**src/rtl/emmc_cmd_arbiter_pkg.sv**
```systemverilog
// Shared types and constants for the eMMC command-engine arbiter.
package emmc_cmd_arbiter_pkg;

    localparam int CMD_WIDTH         = 40;
    localparam int RSP_WIDTH         = 120;
    localparam int SET_WIDTH         = 2;
    localparam int CMD_TIMEOUT_CYCLE = 1024;

    typedef enum logic [1:0] {
        ST_IDLE    = 2'd0,
        ST_ISSUE   = 2'd1,
        ST_WAIT    = 2'd2,
        ST_RELEASE = 2'd3
    } arb_state_t;

    // Width of a counter/index covering 0..n-1, never less than one bit.
    function automatic int idx_width(input int n);
        return (n > 1) ? $clog2(n) : 1;
    endfunction

endpackage

```
**src/rtl/emmc_cmd_arbiter_if.sv**
```systemverilog
// Requester-side and engine-side signals of the command arbiter.
interface emmc_cmd_arbiter_if
    import emmc_cmd_arbiter_pkg::*;
#(
    parameter int NUM_REQ = 2
);
    logic [NUM_REQ-1:0]           req_i;
    logic [SET_WIDTH*NUM_REQ-1:0] req_setting_i;
    logic [CMD_WIDTH*NUM_REQ-1:0] req_cmd_i;
    logic [NUM_REQ-1:0]           grant_o;
    logic [NUM_REQ-1:0]           done_o;
    logic [NUM_REQ-1:0]           timeout_o;
    logic [RSP_WIDTH-1:0]         rsp_o;
    logic                         crc_ok_o;
    logic                         index_ok_o;
    logic [SET_WIDTH-1:0]         setting_o;
    logic [CMD_WIDTH-1:0]         cmd_o;
    logic                         start_xfr_o;
    logic [RSP_WIDTH-1:0]         response_i;
    logic                         crc_ok_i;
    logic                         index_ok_i;
    logic                         finish_i;

    // The arbiter itself.
    modport slave (
        input  req_i, req_setting_i, req_cmd_i,
        input  response_i, crc_ok_i, index_ok_i, finish_i,
        output grant_o, done_o, timeout_o, rsp_o, crc_ok_o, index_ok_o,
        output setting_o, cmd_o, start_xfr_o
    );

    // Whoever drives the requesters and models the engine.
    modport master (
        output req_i, req_setting_i, req_cmd_i,
        output response_i, crc_ok_i, index_ok_i, finish_i,
        input  grant_o, done_o, timeout_o, rsp_o, crc_ok_o, index_ok_o,
        input  setting_o, cmd_o, start_xfr_o
    );

endinterface

```
**src/rtl/emmc_cmd_arbiter_rr_pick.sv**
```systemverilog
// Combinational round-robin selector: search starts one past the last owner.
module rr_pick #(
    parameter int NUM_REQ = 2,
    parameter int IDX_W   = 1
) (
    input  logic [NUM_REQ-1:0] req,
    input  logic [IDX_W-1:0]   last,
    output logic [NUM_REQ-1:0] grant,
    output logic [IDX_W-1:0]   idx,
    output logic               valid
);

    logic [IDX_W-1:0] cand;

    // First requesting index at last+1, last+2, ... (mod NUM_REQ) wins.
    always_comb begin
        grant = '0;
        idx   = '0;
        valid = 1'b0;
        cand  = '0;
        for (int k = 1; k <= NUM_REQ; k++) begin
            cand = IDX_W'((int'(last) + k) % NUM_REQ);
            if (!valid && req[cand]) begin
                valid       = 1'b1;
                grant[cand] = 1'b1;
                idx         = cand;
            end
        end
    end

endmodule

```
**src/rtl/emmc_cmd_arbiter.sv**
```systemverilog
// Round-robin owner of the single eMMC command engine, with a per-command watchdog.
module emmc_cmd_arbiter
    import emmc_cmd_arbiter_pkg::*;
#(
    parameter int NUM_REQ        = 2,
    parameter int TIMEOUT_CYCLES = CMD_TIMEOUT_CYCLE
) (
    input  logic                sd_clk,
    input  logic                sd_rst_n,
    emmc_cmd_arbiter_if.slave   bus
);

    localparam int IDX_W = idx_width(NUM_REQ);
    localparam int WD_W  = idx_width(TIMEOUT_CYCLES);
    localparam logic [WD_W-1:0]  WD_LAST   = WD_W'(TIMEOUT_CYCLES - 1);
    localparam logic [IDX_W-1:0] LAST_INIT = IDX_W'(NUM_REQ - 1);

    arb_state_t           state;
    logic [IDX_W-1:0]     last;
    logic [IDX_W-1:0]     owner;
    logic [WD_W-1:0]      wd;
    logic [NUM_REQ-1:0]   grant;
    logic [NUM_REQ-1:0]   done;
    logic [NUM_REQ-1:0]   timeout;
    logic [RSP_WIDTH-1:0] rsp;
    logic                 crc_ok;
    logic                 index_ok;
    logic [SET_WIDTH-1:0] setting;
    logic [CMD_WIDTH-1:0] cmd;
    logic                 start;

    logic [NUM_REQ-1:0]   pick_grant;
    logic [IDX_W-1:0]     pick_idx;
    logic                 pick_valid;
    logic [SET_WIDTH-1:0] sel_setting;
    logic [CMD_WIDTH-1:0] sel_cmd;

    rr_pick #(
        .NUM_REQ (NUM_REQ),
        .IDX_W   (IDX_W)
    ) u_pick (
        .req   (bus.req_i),
        .last  (last),
        .grant (pick_grant),
        .idx   (pick_idx),
        .valid (pick_valid)
    );

    // Route the candidate winner's setting/command slices toward the latch.
    always_comb begin
        sel_setting = '0;
        sel_cmd     = '0;
        for (int i = 0; i < NUM_REQ; i++) begin
            if (pick_grant[i]) begin
                sel_setting = bus.req_setting_i[SET_WIDTH*i +: SET_WIDTH];
                sel_cmd     = bus.req_cmd_i[CMD_WIDTH*i +: CMD_WIDTH];
            end
        end
    end

    // Arbitration FSM, watchdog and output latches; pulses default low every cycle.
    always_ff @(posedge sd_clk or negedge sd_rst_n) begin
        if (!sd_rst_n) begin
            state    <= ST_IDLE;
            last     <= LAST_INIT;
            owner    <= '0;
            wd       <= '0;
            grant    <= '0;
            done     <= '0;
            timeout  <= '0;
            rsp      <= '0;
            crc_ok   <= 1'b0;
            index_ok <= 1'b0;
            setting  <= '0;
            cmd      <= '0;
            start    <= 1'b0;
        end else begin
            start   <= 1'b0;
            done    <= '0;
            timeout <= '0;
            case (state)
                ST_IDLE: begin
                    if (pick_valid) begin
                        grant   <= pick_grant;
                        owner   <= pick_idx;
                        setting <= sel_setting;
                        cmd     <= sel_cmd;
                        state   <= ST_ISSUE;
                    end
                end
                ST_ISSUE: begin
                    start <= 1'b1;
                    wd    <= '0;
                    state <= ST_WAIT;
                end
                ST_WAIT: begin
                    // A finish on the expiry cycle wins over the watchdog.
                    if (bus.finish_i) begin
                        rsp      <= bus.response_i;
                        crc_ok   <= bus.crc_ok_i;
                        index_ok <= bus.index_ok_i;
                        done     <= grant;
                        last     <= owner;
                        state    <= ST_RELEASE;
                    end else if (wd == WD_LAST) begin
                        timeout <= grant;
                        last    <= owner;
                        state   <= ST_RELEASE;
                    end else begin
                        wd <= wd + 1'b1;
                    end
                end
                ST_RELEASE: begin
                    grant <= '0;
                    state <= ST_IDLE;
                end
                default: state <= ST_IDLE;
            endcase
        end
    end

    assign bus.grant_o     = grant;
    assign bus.done_o      = done;
    assign bus.timeout_o   = timeout;
    assign bus.rsp_o       = rsp;
    assign bus.crc_ok_o    = crc_ok;
    assign bus.index_ok_o  = index_ok;
    assign bus.setting_o   = setting;
    assign bus.cmd_o       = cmd;
    assign bus.start_xfr_o = start;

endmodule
```
**src/flat_wrapper.sv**
```systemverilog
// flat-port wrapper written by rule: the top's interface ports become plain ports
module emmc_cmd_arbiter_flat import emmc_cmd_arbiter_pkg::*;
#(
    parameter int NUM_REQ        = 2,
    parameter int TIMEOUT_CYCLES = CMD_TIMEOUT_CYCLE
)
  (sd_clk, sd_rst_n, bus_req_i, bus_req_setting_i, bus_req_cmd_i, bus_response_i, bus_crc_ok_i, bus_index_ok_i, bus_finish_i, bus_grant_o, bus_done_o, bus_timeout_o, bus_rsp_o, bus_crc_ok_o, bus_index_ok_o, bus_setting_o, bus_cmd_o, bus_start_xfr_o);
  emmc_cmd_arbiter_if #(.NUM_REQ(NUM_REQ)) bus_i ();
  input  logic sd_clk;
  input  logic sd_rst_n;
  input wire logic [$bits(bus_i.req_i)-1:0] bus_req_i;
  input wire logic [$bits(bus_i.req_setting_i)-1:0] bus_req_setting_i;
  input wire logic [$bits(bus_i.req_cmd_i)-1:0] bus_req_cmd_i;
  input wire logic [$bits(bus_i.response_i)-1:0] bus_response_i;
  input wire logic [$bits(bus_i.crc_ok_i)-1:0] bus_crc_ok_i;
  input wire logic [$bits(bus_i.index_ok_i)-1:0] bus_index_ok_i;
  input wire logic [$bits(bus_i.finish_i)-1:0] bus_finish_i;
  output wire logic [$bits(bus_i.grant_o)-1:0] bus_grant_o;
  output wire logic [$bits(bus_i.done_o)-1:0] bus_done_o;
  output wire logic [$bits(bus_i.timeout_o)-1:0] bus_timeout_o;
  output wire logic [$bits(bus_i.rsp_o)-1:0] bus_rsp_o;
  output wire logic [$bits(bus_i.crc_ok_o)-1:0] bus_crc_ok_o;
  output wire logic [$bits(bus_i.index_ok_o)-1:0] bus_index_ok_o;
  output wire logic [$bits(bus_i.setting_o)-1:0] bus_setting_o;
  output wire logic [$bits(bus_i.cmd_o)-1:0] bus_cmd_o;
  output wire logic [$bits(bus_i.start_xfr_o)-1:0] bus_start_xfr_o;
  assign bus_i.req_i = bus_req_i;
  assign bus_i.req_setting_i = bus_req_setting_i;
  assign bus_i.req_cmd_i = bus_req_cmd_i;
  assign bus_i.response_i = bus_response_i;
  assign bus_i.crc_ok_i = bus_crc_ok_i;
  assign bus_i.index_ok_i = bus_index_ok_i;
  assign bus_i.finish_i = bus_finish_i;
  assign bus_grant_o = bus_i.grant_o;
  assign bus_done_o = bus_i.done_o;
  assign bus_timeout_o = bus_i.timeout_o;
  assign bus_rsp_o = bus_i.rsp_o;
  assign bus_crc_ok_o = bus_i.crc_ok_o;
  assign bus_index_ok_o = bus_i.index_ok_o;
  assign bus_setting_o = bus_i.setting_o;
  assign bus_cmd_o = bus_i.cmd_o;
  assign bus_start_xfr_o = bus_i.start_xfr_o;
  emmc_cmd_arbiter #(.NUM_REQ(NUM_REQ), .TIMEOUT_CYCLES(TIMEOUT_CYCLES)) u_core (.sd_clk(sd_clk), .sd_rst_n(sd_rst_n), .bus(bus_i));
endmodule
```
**config.mk**
```make
export PLATFORM = sky130hd
export DESIGN_NAME = emmc_cmd_arbiter_flat
export DESIGN_NICKNAME = d
export VERILOG_FILES = /design/src/rtl/emmc_cmd_arbiter_pkg.sv /design/src/rtl/emmc_cmd_arbiter_if.sv /design/src/rtl/emmc_cmd_arbiter_rr_pick.sv /design/src/rtl/emmc_cmd_arbiter.sv /design/src/flat_wrapper.sv
export SDC_FILE = /design/constraint.sdc
export NUM_CORES = 1
export LEC_CHECK = 0
export ABC_AREA = 1
export CAP_MARGIN = 20
export CORE_AREA = 2 2 171 173
export DETAILED_ROUTE_END_ITERATION = 8
export DIE_AREA = 0 0 173 175
export PLACE_DENSITY = 0.64
export SYNTH_ARGS = -nofsm -noshare
export SYNTH_HDL_FRONTEND = slang
export SYNTH_SLANG_ARGS = --single-unit
```
**constraint.sdc**
```tcl
create_clock -name sd_clk -period 2.1 [get_ports sd_clk]
set_clock_uncertainty 0.05 [all_clocks]
set_input_delay 0.315 -clock sd_clk [delete_from_list [all_inputs] [get_ports sd_clk]]
set_output_delay 0.315 -clock sd_clk [all_outputs]
set_load 0.005 [all_outputs]
```
==> metrics.txt, run 1 <==
reg2reg end=u_core.wd[5]; Crit path largest cell delay=0.40 ns; Worst R2R Path Depth=8; clock network fraction of total power=0.203; Synth Net Count=852; power share of the combinational group=0.435; P_sw=5070 uW; critical path's slowest cell=dfrtp_1; dpl hpwl=17.6 mm; Setup Crit Path Kind=reg2reg; CORE AREA=0.0284 mm^2; antenna viol nets, final=0; PwrDens=1350 mW/mm^2; Crit Reg-Reg Startpoint=u_core.state[0]; Post-layout nets=1250; Internal=~12000 uW; fillers=2669; Slew Limit Headroom=0.648; global route overflow=0; CTS tree=done; # DRC=0; Wirelength per Cell=15.7 um; #FFs+latches synth=around 190; sequential cell fraction of total power=0.362; Post-DP Area=0.0120 mm^2; largest net degree at the start of global routing=59; Starting Density=0.267; Synthesis Warnings=0; initial antenna violation count=0; final wirelength=22.5 mm; Syn Area/Cell=between 10 and 15 um^2; peak supply drop=0.526 mV; Root Driver=clkbuf_16; Global Route Usage Sum=0.149; Clk Latency, worst-skew pair=0.43 ns; crit share post-route=0.871; critical path buffer and inverter count=2; CTS clk-pin slew, worst paths=0.08 ns; Setup Viol. Count Final=0; Die X=173 um; vias in the first global route=6251; maxcap violations=0; r2r setup slk=about 0.27 ns; # IOs=382; die area=roughly 0.030 mm^2; Fmax achieved=546 MHz; H-tree Lvls=4; outcome=finished, final reports clean; Starting DRT DRC Count=220; hold crit path type=in2async; sw frac=0.296; DRT Pass-1 Iters=6; Setup crit end kind=flop; synth-to-layout area growth=67.4%; most common cell after layout, fill and taps aside=clkdlybuf4s50_1; worst path cell trace=inv_1 -> ha_1 -> inv_1 -> nor2_1 -> nand2_4 -> nand2_2 -> nand2_1 -> nand2_1; PortBufs=between 300 and 400; Post-Synthesis Cell Area=0.00757 mm^2; num rows=between 60 and 70; area of the multi-input gates=0.00271 mm^2; Worst EP required=~2.4 ns; Worst Max-Slew Pin Slew=0.528 ns; design area=0.0127 mm^2; CP startpoint kind=flop; global-route wire length before repair=35.1 mm; Bufs on Longest Clock Path=2; critical path's top delay family=simple AND/OR/NAND/NOR gates; ANT cells=0; Chip Height=175 um; TritonCTS Buffers=17; crit path max fanout=13; setup tns final=0 ns; Via Count=6145; Post-CTS Setup Inserts=0; Final Hold Fails=0; CTS Sinks=185; Max Slew Vio Count=0; FF/Latch Area=between 0.004 and 0.005 mm^2; post-CTS sizing=0; Via density=4.29; Final min period=1.83 ns; layout cells sized above 1=0.152; Synth Instances=around 640; RSZ-0062 raised after global routing=no; gpl congestion=between 0.7 and 0.8; cell leakage power=between 0.005 and 0.006 uW; crit path DAT=2.15 ns; most frequent cells in the layout=clkdlybuf4s50_1, dfrtp_1, nand2_1; sequential share of the synthesized area=0.612; synth unique cells=29
==> repair_timing <==
| action | 4_1_cts | 5_1_grt |
|---|---|---|
| hold buffers | 1 | 0 |
| hold endpoints to repair | 50 | 0 |
| endpoints found under the setup margin | 0 | 0 |
==> state kept, by name, summed over array words and instances, names as in the netlist, 2 cells and up <==
name / count
u_core.bus.cmd_o: 40
u_core.bus.done_o: 2
u_core.bus.grant_o: 2
u_core.bus.rsp_o: 120
u_core.bus.setting_o: 2
u_core.bus.timeout_o: 2
u_core.state: 2
u_core.wd: 10
==> final cells by class <==
type                    count  area share
clock buffers              19      0.0358
repair buffers            411       0.327
inverters                  17     0.00504
flip-flops and latches    185       0.366
multi-input cells         402       0.214
well taps                 384      0.0379
clock inverters            13      0.0146
==> power groups by stage <==
stage | Combinational (uW) | Clock (uW) | Sequential, uW
final | 7460 | 3480 | 6200
after global routing | 8070 | 3730 | 6430
after CTS | 7620 | 3570 | 6230
after detailed placement | 7600 | 0 | 6290
after global placement | 7480 | 0 | 6230
after floorplan | 2680 | 0 | 6310
==> metrics by stage <==
| stage | worst slack [ns] | instances | power, uW | hold slack [ns] | utilization |
|---|---|---|---|---|---|
| finish | 0.270 | 1431 | 17100 | 0.370 | 0.446 |
| global route | 0.0183 | 1431 | 18200 | 0.382 | 0.446 |
| CTS | 0.233 | 1431 | 17400 | 0.357 | 0.446 |
| detailed placement | 0.153 | 1398 | 13900 | 0.288 | 0.423 |
| global placement | 0.183 | 1398 | 13700 | 0.283 | 0.423 |
| floorplan | 0.541 | 636 | 8990 | -0.0306 | - |
==> cells by family after synthesis <==
| logic type | after synthesis | share of synthesized area |
|---|---|---|
| AO/OA/AOI/OAI | 46 | 0.0392 |
| XOR/XNOR | 1 | 0.00116 |
| adder cells (fa/ha/maj) | 5 | 0.00827 |
| buffers and inverters | 49 | 0.0349 |
| flip-flops | 185 | 0.612 |
| multiplexers | 122 | 0.182 |
| AND/OR/NAND/NOR | 228 | 0.123 |
==> layer usage <==
layer  GRT usage  wire length, um  up-vias
li1            -                -     2935
met1       0.175             9390     2954
met2       0.259            11400      241
met3      0.0494             1530       15
met4      0.0406              246        0
met5           0                0        -
==> how the worst max path moves through the flow <==
stage,from,endpoint,cells past startpoint,slack (ns)
after floorplan,u_core.state[0],u_core.bus.rsp_o[100],6,0.54
after global placement,bus_finish_i,u_core.bus.rsp_o[105],4,0.18
after detailed placement,bus_finish_i,u_core.bus.rsp_o[90],4,0.15
after CTS,u_core.state[0],u_core.wd[2],8,0.23
after global routing,u_core.state[0],u_core.wd[2],8,0.02
final,u_core.state[0],u_core.wd[5],8,0.27
==> synth_stat cells <==
cell      count  area share
a21boi_2      2      0.0030
o21bai_1      1     0.00099
nand2_4       1      0.0015
ha_1          5      0.0083
nor2_1       56       0.028
nor2_2        1     0.00083
a31oi_1      39       0.032
xnor2_1       1      0.0012
nand4_1       1     0.00083
nand3_1      26       0.017
dfrtp_1     184        0.61
a21oi_1       1     0.00066
inv_2         2     0.00099
nand3_2       1      0.0013
buf_2        25       0.017
o22ai_1       2      0.0017
nor4_1        2      0.0017
o21ai_1       1     0.00066
nand2_1     135       0.067
buf_6         6      0.0089
nand2_2       2      0.0017
mux2_2       86        0.13
dfstp_2       1      0.0035
nand3b_1      1     0.00099
inv_1        15      0.0074
mux2_1       36       0.054
nor3b_1       1     0.00099
buf_4         1     0.00099
nor2_4        1      0.0015
Note: power is estimated with default switching activity, not from simulation.
==> run 2: changes to the inputs <==
--- a/config.mk
+++ b/config.mk
@@ -6,7 +6,6 @@
 export NUM_CORES = 1
 export LEC_CHECK = 0
 export ABC_AREA = 1
-export CAP_MARGIN = 20
 export CORE_AREA = 2 2 171 173
 export DETAILED_ROUTE_END_ITERATION = 8
 export DIE_AREA = 0 0 173 175
==> results of run 2 <==
No change in the layout: final DEF, timing and power equal those of run 1.
